===== src/rtl/hyper_pkg.sv =====
// Shared types and helpers for the HyperBus page-boundary splitter.
//   page_bound_e : encoding of the HyperRAM page size (1xx = no boundary)
//   pbs_state_e  : splitter FSM states
//   page_size()  : page size in bytes for a page_bound code
package hyper_pkg;

  typedef enum logic [2:0] {
    PB_128  = 3'b000,
    PB_256  = 3'b001,
    PB_512  = 3'b010,
    PB_1K   = 3'b011,
    PB_NONE = 3'b100
  } page_bound_e;

  typedef enum logic {
    IDLE  = 1'b0,
    ISSUE = 1'b1
  } pbs_state_e;

  // Only the two LSBs select the size; bit 2 (no boundary) is handled by callers.
  function automatic logic [10:0] page_size(input page_bound_e pb);
    logic [2:0] pb_bits;
    pb_bits = pb;
    return 11'd128 << pb_bits[1:0];
  endfunction

endpackage


===== src/rtl/hyper_page_bound_splitter_if.sv =====
// Handshake/bus bundle of the page-boundary splitter.
//   slave  : splitter view (accepts src_* transfers, issues dst_* chunks)
//   master : environment view (drives transfers, consumes chunks)
interface hyper_page_bound_splitter_if #(
  parameter int L2_AWIDTH_NOAL = 12,
  parameter int ID_WIDTH       = 1,
  parameter int TRANS_SIZE     = 16
);
  logic                      src_valid_i;
  logic                      src_ready_o;
  logic [31:0]               hyper_addr_i;
  logic [L2_AWIDTH_NOAL-1:0] l2_addr_i;
  logic [TRANS_SIZE-1:0]     size_i;
  logic [2:0]                page_bound_i;
  logic                      rw_hyper_i;
  logic                      addr_space_i;
  logic [ID_WIDTH:0]         trans_id_i;

  logic                      dst_valid_o;
  logic                      dst_ready_i;
  logic [31:0]               hyper_addr_o;
  logic [L2_AWIDTH_NOAL-1:0] l2_addr_o;
  logic [TRANS_SIZE-1:0]     size_o;
  logic                      last_o;
  logic                      rw_hyper_o;
  logic                      addr_space_o;
  logic [ID_WIDTH:0]         trans_id_o;

  modport slave (
    input  src_valid_i, hyper_addr_i, l2_addr_i, size_i, page_bound_i,
           rw_hyper_i, addr_space_i, trans_id_i, dst_ready_i,
    output src_ready_o, dst_valid_o, hyper_addr_o, l2_addr_o, size_o,
           last_o, rw_hyper_o, addr_space_o, trans_id_o
  );

  modport master (
    output src_valid_i, hyper_addr_i, l2_addr_i, size_i, page_bound_i,
           rw_hyper_i, addr_space_i, trans_id_i, dst_ready_i,
    input  src_ready_o, dst_valid_o, hyper_addr_o, l2_addr_o, size_o,
           last_o, rw_hyper_o, addr_space_o, trans_id_o
  );
endinterface


===== src/rtl/hyper_page_chunk_calc.sv =====
// Combinational chunk sizing: bytes that can be issued from the current
// address without crossing the selected HyperRAM page.
//   addr_i       : low 11 bits of the current external address (pages <= 1 KiB)
//   rem_i        : bytes still to issue
//   page_bound_i : page code (bit 2 set = no boundary)
//   addr_space_i : 1 = register space (never split)
//   size_o       : bytes in this chunk
//   last_o       : this chunk finishes the transfer
module hyper_page_chunk_calc
  import hyper_pkg::*;
#(
  parameter int TRANS_SIZE = 16
) (
  input  logic [10:0]           addr_i,
  input  logic [TRANS_SIZE-1:0] rem_i,
  input  logic [2:0]            page_bound_i,
  input  logic                  addr_space_i,
  output logic [TRANS_SIZE-1:0] size_o,
  output logic                  last_o
);
  logic [10:0]           psize;
  logic [10:0]           offset;
  logic [10:0]           room;
  logic [TRANS_SIZE-1:0] room_ext;
  logic                  bypass;

  always_comb begin
    psize    = page_size(page_bound_e'(page_bound_i));
    offset   = addr_i & (psize - 11'd1);
    // room is 1..psize, so it always fits in 11 bits
    room     = psize - offset;
    room_ext = TRANS_SIZE'(room);
    bypass   = page_bound_i[2] | addr_space_i | (rem_i == '0);
    size_o   = (bypass || (rem_i <= room_ext)) ? rem_i : room_ext;
    last_o   = (size_o == rem_i);
  end
endmodule


===== src/rtl/hyper_page_bound_splitter.sv =====
// Re-issues each 1D HyperBus transfer as chunks that never cross the
// selected HyperRAM page boundary.
//   clk_i, rst_i : clock, synchronous active-high reset
//   bus (slave)  : src_* transfer in (valid/ready), dst_* chunk out
//                  (valid/ready) with address, L2 address, size, last
//                  and registered rw/addr_space/id copies
module hyper_page_bound_splitter
  import hyper_pkg::*;
#(
  parameter int L2_AWIDTH_NOAL = 12,
  parameter int ID_WIDTH       = 1,
  parameter int TRANS_SIZE     = 16
) (
  input logic                         clk_i,
  input logic                         rst_i,
  hyper_page_bound_splitter_if.slave  bus
);
  // MSB-only id marks "no transaction in flight"
  localparam logic [ID_WIDTH:0] ID_IDLE = {1'b1, {ID_WIDTH{1'b0}}};

  pbs_state_e                state_q, state_d;
  logic [31:0]               hyper_addr_q, hyper_addr_d;
  logic [L2_AWIDTH_NOAL-1:0] l2_addr_q, l2_addr_d;
  logic [TRANS_SIZE-1:0]     rem_q, rem_d;
  logic [2:0]                page_bound_q, page_bound_d;
  logic                      rw_hyper_q, rw_hyper_d;
  logic                      addr_space_q, addr_space_d;
  logic [ID_WIDTH:0]         trans_id_q, trans_id_d;

  logic [TRANS_SIZE-1:0]     chunk_size;
  logic                      chunk_last;

  hyper_page_chunk_calc #(
    .TRANS_SIZE (TRANS_SIZE)
  ) u_chunk_calc (
    .addr_i       (hyper_addr_q[10:0]),
    .rem_i        (rem_q),
    .page_bound_i (page_bound_q),
    .addr_space_i (addr_space_q),
    .size_o       (chunk_size),
    .last_o       (chunk_last)
  );

  always_ff @(posedge clk_i) begin
    if (rst_i) begin
      state_q      <= IDLE;
      hyper_addr_q <= '0;
      l2_addr_q    <= '0;
      rem_q        <= '0;
      page_bound_q <= '0;
      rw_hyper_q   <= 1'b0;
      addr_space_q <= 1'b0;
      trans_id_q   <= ID_IDLE;
    end else begin
      state_q      <= state_d;
      hyper_addr_q <= hyper_addr_d;
      l2_addr_q    <= l2_addr_d;
      rem_q        <= rem_d;
      page_bound_q <= page_bound_d;
      rw_hyper_q   <= rw_hyper_d;
      addr_space_q <= addr_space_d;
      trans_id_q   <= trans_id_d;
    end
  end

  always_comb begin
    state_d      = state_q;
    hyper_addr_d = hyper_addr_q;
    l2_addr_d    = l2_addr_q;
    rem_d        = rem_q;
    page_bound_d = page_bound_q;
    rw_hyper_d   = rw_hyper_q;
    addr_space_d = addr_space_q;
    trans_id_d   = trans_id_q;
    case (state_q)
      IDLE: begin
        if (bus.src_valid_i) begin
          hyper_addr_d = bus.hyper_addr_i;
          l2_addr_d    = bus.l2_addr_i;
          rem_d        = bus.size_i;
          page_bound_d = bus.page_bound_i;
          rw_hyper_d   = bus.rw_hyper_i;
          addr_space_d = bus.addr_space_i;
          trans_id_d   = bus.trans_id_i;
          state_d      = ISSUE;
        end
      end
      ISSUE: begin
        if (bus.dst_ready_i) begin
          // Both addresses wrap naturally at their register widths
          hyper_addr_d = hyper_addr_q + 32'(chunk_size);
          l2_addr_d    = l2_addr_q + L2_AWIDTH_NOAL'(chunk_size);
          rem_d        = rem_q - chunk_size;
          if (chunk_last) begin
            state_d    = IDLE;
            trans_id_d = ID_IDLE;
          end
        end
      end
      default: state_d = IDLE;
    endcase
  end

  // Handshake outputs come from the state register only
  assign bus.src_ready_o  = (state_q == IDLE);
  assign bus.dst_valid_o  = (state_q == ISSUE);
  assign bus.hyper_addr_o = hyper_addr_q;
  assign bus.l2_addr_o    = l2_addr_q;
  assign bus.size_o       = chunk_size;
  // With rem=0 in IDLE the calculator reports last; only meaningful while issuing
  assign bus.last_o       = (state_q == ISSUE) & chunk_last;
  assign bus.rw_hyper_o   = rw_hyper_q;
  assign bus.addr_space_o = addr_space_q;
  assign bus.trans_id_o   = trans_id_q;
endmodule


===== src/flat_wrapper.sv =====
// flat-port wrapper written by rule: the top's interface ports become plain ports
module hyper_page_bound_splitter_flat import hyper_pkg::*;
#(
  parameter int L2_AWIDTH_NOAL = 12,
  parameter int ID_WIDTH       = 1,
  parameter int TRANS_SIZE     = 16
)
  (clk_i, rst_i, bus_src_valid_i, bus_hyper_addr_i, bus_l2_addr_i, bus_size_i, bus_page_bound_i, bus_rw_hyper_i, bus_addr_space_i, bus_trans_id_i, bus_dst_ready_i, bus_src_ready_o, bus_dst_valid_o, bus_hyper_addr_o, bus_l2_addr_o, bus_size_o, bus_last_o, bus_rw_hyper_o, bus_addr_space_o, bus_trans_id_o);
  hyper_page_bound_splitter_if #(.L2_AWIDTH_NOAL(L2_AWIDTH_NOAL), .ID_WIDTH(ID_WIDTH), .TRANS_SIZE(TRANS_SIZE)) bus_i ();
  input logic clk_i;
  input logic rst_i;
  input wire logic [$bits(bus_i.src_valid_i)-1:0] bus_src_valid_i;
  input wire logic [$bits(bus_i.hyper_addr_i)-1:0] bus_hyper_addr_i;
  input wire logic [$bits(bus_i.l2_addr_i)-1:0] bus_l2_addr_i;
  input wire logic [$bits(bus_i.size_i)-1:0] bus_size_i;
  input wire logic [$bits(bus_i.page_bound_i)-1:0] bus_page_bound_i;
  input wire logic [$bits(bus_i.rw_hyper_i)-1:0] bus_rw_hyper_i;
  input wire logic [$bits(bus_i.addr_space_i)-1:0] bus_addr_space_i;
  input wire logic [$bits(bus_i.trans_id_i)-1:0] bus_trans_id_i;
  input wire logic [$bits(bus_i.dst_ready_i)-1:0] bus_dst_ready_i;
  output wire logic [$bits(bus_i.src_ready_o)-1:0] bus_src_ready_o;
  output wire logic [$bits(bus_i.dst_valid_o)-1:0] bus_dst_valid_o;
  output wire logic [$bits(bus_i.hyper_addr_o)-1:0] bus_hyper_addr_o;
  output wire logic [$bits(bus_i.l2_addr_o)-1:0] bus_l2_addr_o;
  output wire logic [$bits(bus_i.size_o)-1:0] bus_size_o;
  output wire logic [$bits(bus_i.last_o)-1:0] bus_last_o;
  output wire logic [$bits(bus_i.rw_hyper_o)-1:0] bus_rw_hyper_o;
  output wire logic [$bits(bus_i.addr_space_o)-1:0] bus_addr_space_o;
  output wire logic [$bits(bus_i.trans_id_o)-1:0] bus_trans_id_o;
  assign bus_i.src_valid_i = bus_src_valid_i;
  assign bus_i.hyper_addr_i = bus_hyper_addr_i;
  assign bus_i.l2_addr_i = bus_l2_addr_i;
  assign bus_i.size_i = bus_size_i;
  assign bus_i.page_bound_i = bus_page_bound_i;
  assign bus_i.rw_hyper_i = bus_rw_hyper_i;
  assign bus_i.addr_space_i = bus_addr_space_i;
  assign bus_i.trans_id_i = bus_trans_id_i;
  assign bus_i.dst_ready_i = bus_dst_ready_i;
  assign bus_src_ready_o = bus_i.src_ready_o;
  assign bus_dst_valid_o = bus_i.dst_valid_o;
  assign bus_hyper_addr_o = bus_i.hyper_addr_o;
  assign bus_l2_addr_o = bus_i.l2_addr_o;
  assign bus_size_o = bus_i.size_o;
  assign bus_last_o = bus_i.last_o;
  assign bus_rw_hyper_o = bus_i.rw_hyper_o;
  assign bus_addr_space_o = bus_i.addr_space_o;
  assign bus_trans_id_o = bus_i.trans_id_o;
  hyper_page_bound_splitter #(.L2_AWIDTH_NOAL(L2_AWIDTH_NOAL), .ID_WIDTH(ID_WIDTH), .TRANS_SIZE(TRANS_SIZE)) u_core (.clk_i(clk_i), .rst_i(rst_i), .bus(bus_i));
endmodule

===== config.mk =====
export PLATFORM = sky130hd
export DESIGN_NAME = hyper_page_bound_splitter_flat
export DESIGN_NICKNAME = d
export VERILOG_FILES = /design/src/rtl/hyper_pkg.sv /design/src/rtl/hyper_page_bound_splitter_if.sv /design/src/rtl/hyper_page_chunk_calc.sv /design/src/rtl/hyper_page_bound_splitter.sv /design/src/flat_wrapper.sv
export SDC_FILE = /design/constraint.sdc
export NUM_CORES = 1
export LEC_CHECK = 0
export ABC_AREA = 1
export BUFFER_PORTS_ARGS = -buffer_cell sky130_fd_sc_hd__buf_2
export CAP_MARGIN = 20
export CORE_MARGIN = 2
export CORE_UTILIZATION = 25
export CTS_CLUSTER_DIAMETER = 100
export CTS_CLUSTER_SIZE = 8
export DETAILED_ROUTE_END_ITERATION = 16
export GPL_TIMING_DRIVEN = 0
export PLACE_DENSITY = 0.56
export SLEW_MARGIN = 20
export SYNTH_ARGS = -nofsm -noshare
export SYNTH_HDL_FRONTEND = slang
export SYNTH_SLANG_ARGS = --single-unit

===== constraint.sdc =====
create_clock -name clk_i -period 4.67 [get_ports clk_i]
set_input_delay 0.934 -clock clk_i [delete_from_list [all_inputs] [get_ports clk_i]]
set_output_delay 0.934 -clock clk_i [all_outputs]
set_load 0.02 [all_outputs]

### After elaboration in Yosys (flattened, before gate mapping)

Cells that the tools add are included.

* register bits: 68
* output and inout bits: 67

* add/subtract/negate cells: 5
* $lt $le $gt $ge: 1
* equal/unequal tests: 4
* shifts and indexed selects: 1
* multiplexer cells: 18
* bitwise operators: 5
* reductions and logical operators: 5

Operator list (count)
* $mux 32: 2
* $pmux 32 s2: 1
* $mux 16: 3
* $add 32x16->32: 1
* $pmux 16 s2: 1
* $mux 12: 2
* $pmux 12 s2: 1
* $eq 16x16->1: 1
* $le 16x11->1: 1
* $logic_not 16->1: 1
* $sub 16x16->16: 1
* $add 12x12->12: 1
* $and 11x11->11: 1
* $shl 8x2->11 const A: 1
* $sub 11x1->11 const B: 1
* $sub 11x11->11: 1
* $mux 2: 3
* $ne 2x2->1 const B: 3
* $pmux 2 s2: 1
* $reduce_and 2->1: 2
* $mux 1: 3
* $reduce_and 3->1: 1
* $or 1x1->1: 2
* $pmux 1 s2: 1
* other kinds (3): 3

### Logic depth before layout (Yosys ltp)

Gate-level depths: netlist (run 1).

* depth after elaboration: 11
* depth in mapped cells: 35
* depth with buffers taken out: 34

### Cells and area by module

A second synthesis (run 1) with hierarchy kept.

* cell total of the unflattened synthesis: 1219
* area, all modules: 7104.3 sq um

By module, submodules not included
* hyper_page_bound_splitter: times used 1, cells each 996, area an instance 5883.1 sq um
* hyper_page_chunk_calc: times used 1, cells each 223, area an instance 1221.2 sq um

### Worst setup path before layout (run 1)

Ideal clock, no wire load.

* path kind: register -> output
* start point: register u_core.hyper_addr_q[1], in the netlist u_core.bus.hyper_addr_o[1]
* end point: output bus_last_o
* arrival time: 4.999 ns
* required time: 3.736 ns
* setup slack: -1.263 ns
* cell stages (with the launch flop): 23
* path buffers: 1
* cells stage by stage: dfxtp_1 -> inv_1 -> ha_1 -> nand2_1 -> nor4_2 -> nand3b_1 -> o21ai_1 -> a21o_1 -> xor2_1 -> ha_1 -> nand2_1 -> nor2_1 -> nand4_1 -> nor2_1 -> nor2_4 -> nand2_4 -> buf_2 -> o21ai_0 -> inv_1 -> ha_1 -> or3b_1 -> a311oi_2 -> nor3b_1

* cells in the longest elaborated chain, start to end: 7

RTL lines
* from (decl): RTL line hyper_page_bound_splitter.sv:22 `logic [31:0] hyper_addr_q, hyper_addr_d;`
* from (signal assigned): RTL line hyper_page_bound_splitter.sv:56 `hyper_addr_q <= hyper_addr_d;`
* $and 11x11->11 *: RTL line hyper_page_chunk_calc.sv:29 `offset = addr_i & (psize - 11'd1);`
* $sub 11x11->11 *: RTL line hyper_page_chunk_calc.sv:31 `room = psize - offset;`
* $le 16x11->1: RTL line hyper_page_chunk_calc.sv:34 `size_o = (bypass || (rem_i <= room_ext)) ? rem_i : room_ext;`
* $logic_or 1x1->1: RTL line hyper_page_chunk_calc.sv:34
* $mux 16 *: RTL line hyper_page_chunk_calc.sv:34
* named net bus_size_o[1]: RTL line flat_wrapper.sv:25 `output wire logic [$bits(bus_i.size_o)-1:0] bus_size_o;`
* $eq 16x16->1 *: RTL line hyper_page_chunk_calc.sv:35 `last_o = (size_o == rem_i);`
* $and 1x1->1 *: RTL line hyper_page_bound_splitter.sv:111 `assign bus.last_o = (state_q == ISSUE) & chunk_last;`
* to (decl): RTL line flat_wrapper.sv:26 `output wire logic [$bits(bus_i.last_o)-1:0] bus_last_o;`

Mark *: on every way through the listed nets, which the timed path passes. The rest lies on a longest branch.

### Worst setup path after layout (run 1)

* start point: register u_core.hyper_addr_q[0], in the netlist u_core.bus.hyper_addr_o[0]
* end point: output bus_last_o

* cells in the longest elaborated chain, start to end: 7

RTL lines (RTL line)
* $and 11x11->11 *: hyper_page_chunk_calc.sv:29
* $sub 11x11->11 *: hyper_page_chunk_calc.sv:31
* $le 16x11->1: hyper_page_chunk_calc.sv:34
* $logic_or 1x1->1: hyper_page_chunk_calc.sv:34
* $mux 16 *: hyper_page_chunk_calc.sv:34
* $eq 16x16->1 *: hyper_page_chunk_calc.sv:35
* $and 1x1->1 *: hyper_page_bound_splitter.sv:111

Every way passes the cells marked *; elsewhere a longest branch is shown, timed or not.

==> impl_metrics.env, run 1 <==
export IMPL_status="complete, but fails checks"
export IMPL_violations="setup timing"
export IMPL_fin_skew_ps=10.0
export IMPL_drtPass1Iterations=6
export IMPL_route_detailed_drc=0
export IMPL_routedWlPerCell_um=17.1
export IMPL_portBuffers=136
export IMPL_via_per_inst=4.95
export IMPL_numCtsBuffers=9
export IMPL_r2r_end="u_core.bus.hyper_addr_o[30]$_SDFFE_PP0P_"
export IMPL_vias=7491
export IMPL_min_to="u_core.bus.trans_id_o[1]$_SDFFE_PP1P_"
export IMPL_die_h_um=161
export IMPL_syn_area_um2=6130
export IMPL_cts_root_buf="clkbuf_16"
export IMPL_clk_transition_reported_paths_ps=60
export IMPL_cell_internal_pwr_mw=1.87
export IMPL_cts_hold_buf=0
export IMPL_fp_row_count=57
export IMPL_async_reset_ff_share_pct=0
export IMPL_ys_warn_count=0
export IMPL_pwr_share_clk_pct=21.0
export IMPL_grt_max_degree=12
export IMPL_relSlewSlack_pct=37.8
export IMPL_p_leak_nw=3.91
export IMPL_finalHoldViolCount=0
export IMPL_initial_utilization_pct=25.3
export IMPL_startpoint_type="flip-flop"
export IMPL_total_power_mw=3.47
export IMPL_first_global_vias=7120
export IMPL_ant_nets=0
export IMPL_fp_dieW_um=161
export IMPL_htree_levels=3
export IMPL_synth_seq_cells=68
export IMPL_clockBufferDepth=2
export IMPL_cts_tree="yes"
export IMPL_fillerInstances=2630
export IMPL_coreArea_um2=24200
export IMPL_layout_commonest_cell="nand2_1"
export IMPL_arrival_ps=4350
export IMPL_p_per_area_nw_per_um2=411
export IMPL_yosysSeqAreaShare_pct=22.2
export IMPL_crit_slowest_cell="or3b_4"
export IMPL_fin_crit_sh_pct=113
export IMPL_antenna_found_initial=1
export IMPL_pwr_share_seq_pct=21.2
export IMPL_setup_viol=9
export IMPL_synthDistinctLibCells=48
export IMPL_syn_avg_cell_area_um2=6.18
export IMPL_path_max_fanout=6
export IMPL_clock_latency_ps=360
export IMPL_drt_iter0_drc=642
export IMPL_synthToLayoutAreaGrowth_pct=37.8
export IMPL_drv_cap=0
export IMPL_p_comb_share_pct=57.8
export IMPL_r2r_start="u_core.bus.hyper_addr_o[0]$_SDFFE_PP0P_"
export IMPL_critical_path_max_stage_delay_ps=400
export IMPL_min_period_ps=5280
export IMPL_startpoint="u_core.bus.hyper_addr_o[0]$_SDFFE_PP0P_"
export IMPL_min_path_type="reg2reg"
export IMPL_dp_hpwl_mm=19.7
export IMPL_finalMaxSlewViolations=0
export IMPL_fmax_ghz=0.189
export IMPL_pin_count=138
export IMPL_switching_share_pct=46.0
export IMPL_crit_required_ps=3740
export IMPL_grt_pass1_wl_mm=39.5
export IMPL_ys_flop_type="dfxtp_1"
export IMPL_pre_cts_ws_ps=-852
export IMPL_rsz0062_at_grt="true"
export IMPL_fin_area_um2=8440
export IMPL_netlist_instances=992
export IMPL_most_common_layout_cells="241 x nand2_1, 136 x buf_2, 113 x nor2_1, 98 x a21oi_1, 85 x inv_1"
export IMPL_dieArea_um2=25800
export IMPL_critical_path_class="reg2out"
export IMPL_hold_depth=2
export IMPL_power_switching_mw=1.60
export IMPL_synth_edf_count=0
export IMPL_rrSetupSlack_ps=-140
export IMPL_r2r_cells=32
export IMPL_end_kind="output port"
export IMPL_routed_wl_mm=25.9
export IMPL_globalplace_congestion=0.894
export IMPL_drive_above_1_share_pct=25.8
export IMPL_irDropWorstVdd_mv=0.187
export IMPL_tightestPinTransition_ps=932
export IMPL_hold_path_startpoint="u_core.bus.trans_id_o[1]$_SDFFE_PP1P_"
export IMPL_worst_slack_ps=-613
export IMPL_design_final_nets=1309
export IMPL_track_usage_pct=19.9
export IMPL_grt_overflow_total=0
export IMPL_dpl_cell_area_um2=7370
export IMPL_syn_nets=1117
export IMPL_cts_sink_count=68
==> sequential cells by signal, summed over array words and instances (netlist names) <==
signal	count
u_core.bus.addr_space_o	1
u_core.rem_q	16
u_core.bus.l2_addr_o	12
u_core.bus.trans_id_o	2
u_core.bus.rw_hyper_o	1
u_core.bus.hyper_addr_o	32
u_core.bus.dst_valid_o	1
u_core.page_bound_q	3
==> worst max-delay path, delay by kind of cell, from the launching register on <==
| family | cells | cell delay (ps) |
|---|---|---|
| buf+inv | 5 | 490 |
| simple gates | 12 | 1620 |
| compound gates | 4 | 630 |
| fa+ha+maj | 3 | 670 |
| flops | 1 | 370 |
| xor+xnor | 1 | 190 |
==> worst max-delay path by stage <==
stage,to,cells after the start
floorplan,bus_last_o,22
global placement,bus_last_o,23
detailed placement,bus_last_o,23
CTS,bus_last_o,24
global route,bus_last_o,25
finish,bus_last_o,25
==> power groups by stage <==
stage               registers, mW  clock network (mW)  logic [mW]
floorplan                   0.765                   0        1.12
global placement            0.738                   0        1.58
detailed placement          0.739                   0        1.60
CTS                         0.729               0.737        1.85
global route                0.743               0.763        2.20
finish                      0.735               0.730        2.00
==> cell type report <==
type	instances	area (um^2)	area share (%)
multi-input cells	789	4750	56.2
flip-flops and latches	68	1370	16.2
clock inverters	2	15.0	0.178
inverters	100	385	4.56
well taps	324	405	4.80
diodes	1	2.50	0.0296
repair buffers	181	1060	12.5
plain buffers	35	168	1.99
clock buffers	14	294	3.48
==> kinds of logic after synthesis <==
kind of cell               Yosys count  synth area share (%)
AOI/OAI and AO/OA                  232                  21.2
and+or+nand+nor                    474                  32.5
xor gates and xnor gates            29                  4.15
adders and majority gates           54                  11.4
buffers and inverters              135                  8.50
DFF                                 68                  22.2
==> metrics by stage <==
step	util, %	hold WS [ps]	setup TNS, ps	cells
3_3_place_gp	30.5	472	-11910	1452
2_1_floorplan	-	470	-280	992
6_report	34.9	489	-1120	1514
3_5_place_dp	30.5	481	-11550	1452
5_1_grt	34.9	506	-8530	1514
4_1_cts	34.1	493	-2080	1508
==> synth_stat cells (2+ instances only) <==
cell | instances | share of area (%)
a31oi_1 | 5 | 0.51
or2_2 | 2 | 0.20
nor4_1 | 4 | 0.41
xor2_1 | 22 | 3.1
a211oi_1 | 6 | 0.74
a221oi_1 | 4 | 0.57
inv_1 | 96 | 5.9
o21bai_1 | 4 | 0.49
nand4_1 | 6 | 0.61
nor3_1 | 11 | 0.90
fa_1 | 3 | 0.98
inv_2 | 3 | 0.18
nor3_2 | 2 | 0.33
nand3_2 | 2 | 0.33
dfxtp_1 | 68 | 22
a21o_1 | 9 | 1.1
nor2_1 | 123 | 7.5
nand3b_1 | 5 | 0.61
o2111ai_1 | 2 | 0.29
o21ai_0 | 73 | 6.0
o211ai_1 | 4 | 0.49
nand2_2 | 2 | 0.20
nand2_1 | 251 | 15
a21oi_1 | 106 | 8.7
ha_1 | 51 | 10
buf_2 | 3 | 0.24
o21ai_1 | 6 | 0.49
o221ai_1 | 6 | 0.86
xnor2_1 | 7 | 1.0
o21ai_2 | 3 | 0.43
clkbuf_1 | 30 | 1.8
nand3_1 | 57 | 4.7
==> repair_timing <==
| action | 4_1_cts | 5_1_grt |
|---|---|---|
| cloned | 1 | 0 |
| buffers inserted | 39 | 16 |
| endpoints found under the setup margin | 43 | 44 |
| gates resized for setup | 55 | 48 |
| pin swaps | 29 | 14 |
==> routing by layer <==
| layer | part of all wire [%] | GRT usage (%) |
|---|---|---|
| met1 | 44 | 25.6 |
| met2 | 46 | 32.6 |
| met3 | 5.8 | 3.28 |
| met4 | 4.3 | 8.85 |
| met5 | 0 | 0 |
Note: power is estimated with default switching activity, not from simulation.
==> run 2: changes to the inputs <==
--- a/config.mk
+++ b/config.mk
@@ -14,7 +14,7 @@
 export CTS_CLUSTER_SIZE = 8
 export DETAILED_ROUTE_END_ITERATION = 16
 export GPL_TIMING_DRIVEN = 0
-export PLACE_DENSITY = 0.56
+export SKIP_LAST_GASP = 1
 export SLEW_MARGIN = 20
 export SYNTH_ARGS = -nofsm -noshare
 export SYNTH_HDL_FRONTEND = slang
==> run 2 against run 1 <==
The flow still finishes with violations (setup timing). Core utilization increased by 1.8 points. Fmax decreased by 2.6%. Setup slack lost 140 ps. Largest power group unchanged.
==> impl_metrics.env, run 2 (synthesized netlist as in run 1, its figures left out) <==
export IMPL_critical_path_max_stage_delay_ps=400
export IMPL_fin_skew_ps=8.14
export IMPL_end_kind="output port"
export IMPL_initial_utilization_pct=25.3
export IMPL_irDropWorstVdd_mv=0.183
export IMPL_p_leak_nw=4.05
export IMPL_r2r_start="u_core.bus.hyper_addr_o[0]$_SDFFE_PP0P_"
export IMPL_setup_viol=19
export IMPL_status="complete, but fails checks"
export IMPL_min_to="u_core.bus.trans_id_o[1]$_SDFFE_PP1P_"
export IMPL_vias=7670
export IMPL_min_path_type="reg2reg"
export IMPL_cts_hold_buf=0
export IMPL_die_h_um=161
export IMPL_routed_wl_mm=26.2
export IMPL_rrSetupSlack_ps=-270
export IMPL_antenna_found_initial=0
export IMPL_pre_cts_ws_ps=-799
export IMPL_clockBufferDepth=2
export IMPL_r2r_cells=34
export IMPL_crit_required_ps=3740
export IMPL_r2r_end="u_core.rem_q[14]$_SDFFE_PP0P_"
export IMPL_path_max_fanout=5
export IMPL_arrival_ps=4490
export IMPL_fmax_ghz=0.184
export IMPL_fin_crit_sh_pct=116
export IMPL_path_buf_inv=5
export IMPL_route_detailed_drc=0
export IMPL_grt_pass1_wl_mm=38.6
export IMPL_drive_above_1_share_pct=29.9
export IMPL_p_per_area_nw_per_um2=413
export IMPL_dieArea_um2=25800
export IMPL_clock_latency_ps=360
export IMPL_fp_row_count=57
export IMPL_design_final_nets=1334
export IMPL_largest_reg_flops=32
export IMPL_ant_nets=0
export IMPL_diodes=0
export IMPL_violations="setup timing"
export IMPL_startpoint_type="flip-flop"
export IMPL_numCtsBuffers=9
export IMPL_layout_commonest_cell="nand2_1"
export IMPL_most_common_layout_cells="236 x nand2_1, 136 x buf_2, 115 x nor2_1, 87 x a21oi_1, 83 x inv_1"
export IMPL_drt_iter0_drc=541
export IMPL_synthToLayoutAreaGrowth_pct=44.7
export IMPL_globalplace_congestion=0.906
export IMPL_htree_levels=3
export IMPL_crit_top_cell="nand2_2"
export IMPL_track_usage_pct=19.4
export IMPL_drv_cap=0
export IMPL_tightestPinTransition_ps=902
export IMPL_cts_sink_count=68
export IMPL_tns_ps=-2980
export IMPL_coreArea_um2=24200
export IMPL_via_per_inst=4.99
export IMPL_clk_transition_reported_paths_ps=70
export IMPL_fillerInstances=2539
export IMPL_fp_dieW_um=161
export IMPL_hold_path_startpoint="u_core.bus.trans_id_o[1]$_SDFFE_PP1P_"
export IMPL_grt_overflow_total=0
export IMPL_hold_ws_ps=476
export IMPL_rsz0062_at_grt="true"
export IMPL_crit_slowest_cell="or3b_4"
export IMPL_min_period_ps=5420
export IMPL_cts_root_buf="clkbuf_16"
export IMPL_finalHoldViolCount=0
export IMPL_dp_hpwl_mm=19.6
export IMPL_portBuffers=136
export IMPL_relSlewSlack_pct=39.9
export IMPL_cts_tree="yes"
export IMPL_drtPass1Iterations=5
export IMPL_routedWlPerCell_um=17.0
export IMPL_worst_slack_ps=-755
export IMPL_finalMaxSlewViolations=0
export IMPL_first_global_vias=7087
export IMPL_pin_count=138
export IMPL_cp_top_family="simple AND/OR/NAND/NOR gates"
export IMPL_final_util_pct=36.7
export IMPL_critical_path_class="reg2out"
export IMPL_grt_max_degree=14
export IMPL_hold_depth=2
run 2: changes by cell type in the layout (fill, tap and decap cells not counted), sizes merged:
cell | before | now
buf | 185 | 210
clkbuf | 44 | 39
bufinv | 0 | 2
clkinv | 0 | 2
inv | 100 | 102
clkinvlp | 2 | 1
diode | 1 | 0
run 2: what timing repair did:
item / in CTS / in global routing
pin swaps: 35 / 33
buffers inserted: 38 / 31
resized for setup: 36 / 109
cloned: 1 / 0
setup endpoints to repair: 40 / 46
run 2: where the power goes:
| group | switching [mW] | total, mW | internal [mW] |
|---|---|---|---|
| combinational | 1.25 | 2.13 | 0.880 |
| sequential | 0.0959 | 0.738 | 0.642 |
| clock | 0.314 | 0.786 | 0.472 |
| total | 1.66 | 3.66 | 1.99 |
run 2: worst reg2reg max path: cells and delay by family (launching register included):
family	cells	cell delay, ps
DFF	1	370
buffers and inverters	5	610
AOI/OAI and AO/OA	5	930
and+or+nand+nor	20	1910
adders and majority gates	3	900
xor gates and xnor gates	1	80
run 2: metal layers:
metal / track usage (%) / vias to the layer above / share of wire, %
li1: - / 3749 / -
met1: 24.5 / 3562 / 43
met2: 32.9 / 289 / 47
met3: 2.92 / 70 / 5.8
met4: 8.56 / 0 / 4.2
met5: 0 / - / 0
run 2: worst max-delay path by stage:
stage / startpoint / endpoint / slack [ps] / cells past startpoint
after floorplan: u_core.bus.hyper_addr_o[1]$_SDFFE_PP0P_ / bus_last_o / -280 / 22
after global placement: u_core.bus.hyper_addr_o[0]$_SDFFE_PP0P_ / bus_last_o / -760 / 23
after detailed placement: u_core.bus.hyper_addr_o[0]$_SDFFE_PP0P_ / bus_last_o / -800 / 23
after CTS: u_core.bus.hyper_addr_o[1]$_SDFFE_PP0P_ / bus_last_o / -570 / 23
after global routing: u_core.bus.hyper_addr_o[0]$_SDFFE_PP0P_ / bus_last_o / -970 / 26
final: u_core.bus.hyper_addr_o[0]$_SDFFE_PP0P_ / bus_last_o / -750 / 25
run 2: cell type report:
cell class / instances / area (um^2) / area share, %
sequential: 68 / 1370 / 15.5
clock buffer: 9 / 225 / 2.54
clock inverter: 7 / 98.8 / 1.11
buffer: 35 / 168 / 1.89
timing repair buffer: 206 / 1240 / 14.0
multi-input combinational: 789 / 4970 / 56.1
inverter: 100 / 385 / 4.35
tap: 324 / 405 / 4.57
run 2: per-stage QoR:
step	instance area, um^2	instances	power (mW)
3_3_place_gp	7370	1452	2.31
3_5_place_dp	7370	1452	2.33
4_1_cts	8190	1507	3.36
2_1_floorplan	6280	992	1.88
5_1_grt	8870	1538	3.89
6_report	8870	1538	3.66
==> run 3: changes to the inputs <==
--- a/config.mk
+++ b/config.mk
@@ -5,7 +5,6 @@
 export SDC_FILE = /design/constraint.sdc
 export NUM_CORES = 1
 export LEC_CHECK = 0
-export ABC_AREA = 1
 export BUFFER_PORTS_ARGS = -buffer_cell sky130_fd_sc_hd__buf_2
 export CAP_MARGIN = 20
 export CORE_MARGIN = 2
==> run 3 against run 2 <==
The run still ends with setup timing left. Area after synthesis fell by 7.3%. Clock skew rose by 4.4 ps. Register-to-register slack got worse by 530 ps. Sequential power rose by 1%. Largest power group unchanged.
==> impl_metrics.env, run 3 <==
export IMPL_grt_overflow_total=0
export IMPL_fin_area_um2=8890
export IMPL_synthToLayoutAreaGrowth_pct=56.5
export IMPL_crit_chain="buf_4, buf_12, nor3_4, nand2b_1, nor4_4, buf_4, xor2_1, inv_2, ha_4, nand4_1, nor3_4, a31oi_1, o21ai_1, a21oi_2, buf_6, buf_6, mux2_4, inv_4, ha_4, nand4_1, or4_4, a21oi_4, buf_6"
export IMPL_synth_most_common_cell="nand2_1"
export IMPL_largest_reg_flops=32
export IMPL_die_h_um=155
export IMPL_dieArea_um2=23900
export IMPL_fin_skew_ps=12.6
export IMPL_ys_top_cells_by_area="dfxtp_1 24%, ha_1 11%, a21oi_1 5.9%"
export IMPL_end_kind="output port"
export IMPL_regArea_um2=1370
export IMPL_clock_latency_ps=350
export IMPL_via_per_inst=5.41
export IMPL_syn_nets=867
export IMPL_synth_top_cell_area_share_pct=24.0
export IMPL_htree_levels=3
export IMPL_first_global_vias=6626
export IMPL_tightestPinTransition_ps=1010
export IMPL_cp_top_family="simple AND/OR/NAND/NOR gates"
export IMPL_cts_sink_count=68
export IMPL_synthDistinctLibCells=68
export IMPL_finalMaxSlewViolations=0
export IMPL_dp_hpwl_mm=17.3
export IMPL_coreArea_um2=22400
export IMPL_cts_hold_buf=0
export IMPL_diodes=0
export IMPL_fmax_ghz=0.179
export IMPL_critical_path_class="reg2out"
export IMPL_ant_nets=0
export IMPL_dpl_cell_area_um2=6930
export IMPL_design_final_nets=1104
export IMPL_path_max_fanout=7
export IMPL_path_buf_inv=8
export IMPL_async_reset_ff_share_pct=0
export IMPL_drv_cap=0
export IMPL_ys_warn_count=0
export IMPL_portBuffers=136
export IMPL_syn_area_um2=5680
export IMPL_grt_pass1_wl_mm=36.9
export IMPL_pin_count=138
export IMPL_numCtsBuffers=9
export IMPL_drt_iter0_drc=615
export IMPL_fp_dieW_um=155
export IMPL_violations="setup timing"
export IMPL_yosysSeqAreaShare_pct=24.0
export IMPL_syn_avg_cell_area_um2=7.65
export IMPL_drive_above_1_share_pct=41.6
export IMPL_multi_input_area_um2=5000
export IMPL_crit_top_cell="buf_6"
export IMPL_hold_path_startpoint="u_core.bus.rw_hyper_o$_SDFFE_PP0P_"
export IMPL_route_detailed_drc=0
export IMPL_pre_cts_ws_ps=-1200
export IMPL_initial_utilization_pct=25.3
export IMPL_relSlewSlack_pct=32.7
export IMPL_grt_max_degree=14
export IMPL_fin_crit_sh_pct=119
export IMPL_total_power_mw=4.07
export IMPL_p_leak_nw=3.73
export IMPL_yosysTopAreaCell="dfxtp_1"
export IMPL_setup_viol=51
export IMPL_irDropWorstVdd_mv=0.250
export IMPL_tns_ps=-19160
export IMPL_layout_commonest_cell="buf_2"
export IMPL_status="complete, but fails checks"
export IMPL_finalHoldViolCount=0
export IMPL_most_common_layout_cells="126 x buf_2, 67 x nor2_1, 66 x nand2_1, 65 x dfxtp_1, 62 x buf_4"
export IMPL_clockBufferDepth=2
export IMPL_startpoint_type="flip-flop"
export IMPL_fp_row_count=55
export IMPL_crit_required_ps=3740
export IMPL_clk_transition_reported_paths_ps=60
export IMPL_synth_edf_count=0
export IMPL_yosys_top_cells_count="74 x nand2_1, 73 x nor2_1, 68 x dfxtp_1, 67 x a21oi_1, 51 x ha_1"
export IMPL_worst_slack_ps=-902
export IMPL_track_usage_pct=20.0
export IMPL_cts_root_buf="clkbuf_16"
export IMPL_min_period_ps=5570
export IMPL_synth_seq_cells=68
export IMPL_min_path_type="reg2reg"
export IMPL_drtPass1Iterations=5
export IMPL_arrival_ps=4640
export IMPL_fillerInstances=2226
export IMPL_netlist_instances=742
export IMPL_routedWlPerCell_um=19.7
export IMPL_rsz0062_at_grt="true"
export IMPL_routed_wl_mm=25.0
export IMPL_final_util_pct=39.6
export IMPL_r2r_start="u_core.bus.hyper_addr_o[0]$_SDFFE_PP0P_"
export IMPL_critical_path_max_stage_delay_ps=570
export IMPL_crit_slowest_cell="or4_4"
export IMPL_globalplace_congestion=0.916
export IMPL_ys_flop_type="dfxtp_1"
export IMPL_startpoint="u_core.bus.hyper_addr_o[0]$_SDFFE_PP0P_"
export IMPL_vias=6862
export IMPL_p_per_area_nw_per_um2=458
export IMPL_antenna_found_initial=0
export IMPL_cts_tree="yes"
[run 3: cell types whose count changed after synthesis, sizes merged, moves of 14 or more]
cell / change
nand2: -180
inv: -61
o21ai: -56
nor2: -52
nand3: -48
a21oi: -39
nor2b: +17
a22oi: +16
a211oi: +15
mux2i: +14
[run 3: report_power, final]
part,leakage (nW),internal (mW),switching [mW]
Sequential,0.563,0.642,0.105
Combinational,3.02,1.28,1.32
Clock,0.146,0.417,0.302
Total,3.73,2.34,1.73
[run 3: routing by layer]
layer  GRT usage, %  vias to the layer above  wire length [um]
met4           10.1                        0               973
met3           3.78                       64              1890
li1               -                     3211                 -
met2           32.3                      289             11800
met1           25.3                     3298             10400
met5              0                        -                 0
[run 3: cell families after synthesis]
family,Yosys count,synth area share [%]
simple gates,262,22.1
mux,22,4.45
buf+inv,76,5.18
fa+ha+maj,54,12.3
xor+xnor,28,4.32
flops,68,24.0
compound gates,232,27.7
[run 3: final timing paths]
check	endpoint	slack [ps]	depth (start not counted)
worst max-delay path	bus_last_o	-900	23
worst min register to register	u_core.bus.rw_hyper_o$_SDFFE_PP0P_	470	2
worst min-delay path	u_core.bus.rw_hyper_o$_SDFFE_PP0P_	470	2
worst max register to register	u_core.bus.hyper_addr_o[28]$_SDFFE_PP0P_	-800	28
[run 3: what timing repair did]
action,CTS,global route
gates cloned,0,1
resized for setup,91,103
pin swaps,77,84
buffers inserted,62,42
endpoints found under the setup margin,63,68
[run 3: layout make-up]
class                   count  share of cell area (%)
clock inverters             7                   0.845
well taps                 285                    4.01
clock buffers               9                    2.53
multi-input cells         599                    56.2
repair buffers            228                    17.8
inverters                  39                    1.76
flip-flops and latches     68                    15.4
plain buffers              34                    1.44
[run 3: per-stage QoR]
stage / hold slack [ps] / cells
after detailed placement: 455 / 1163
after CTS: 471 / 1239
after global placement: 444 / 1163
after global routing: 490 / 1269
final: 468 / 1269
after floorplan: 437 / 742
[run 3: tightest hold or removal path, delay by kind of cell (launching register included)]
kind / cells / cell delay [ps]
and+or+nand+nor: 1 / 50
DFF: 1 / 310
AOI/OAI and AO/OA: 1 / 60
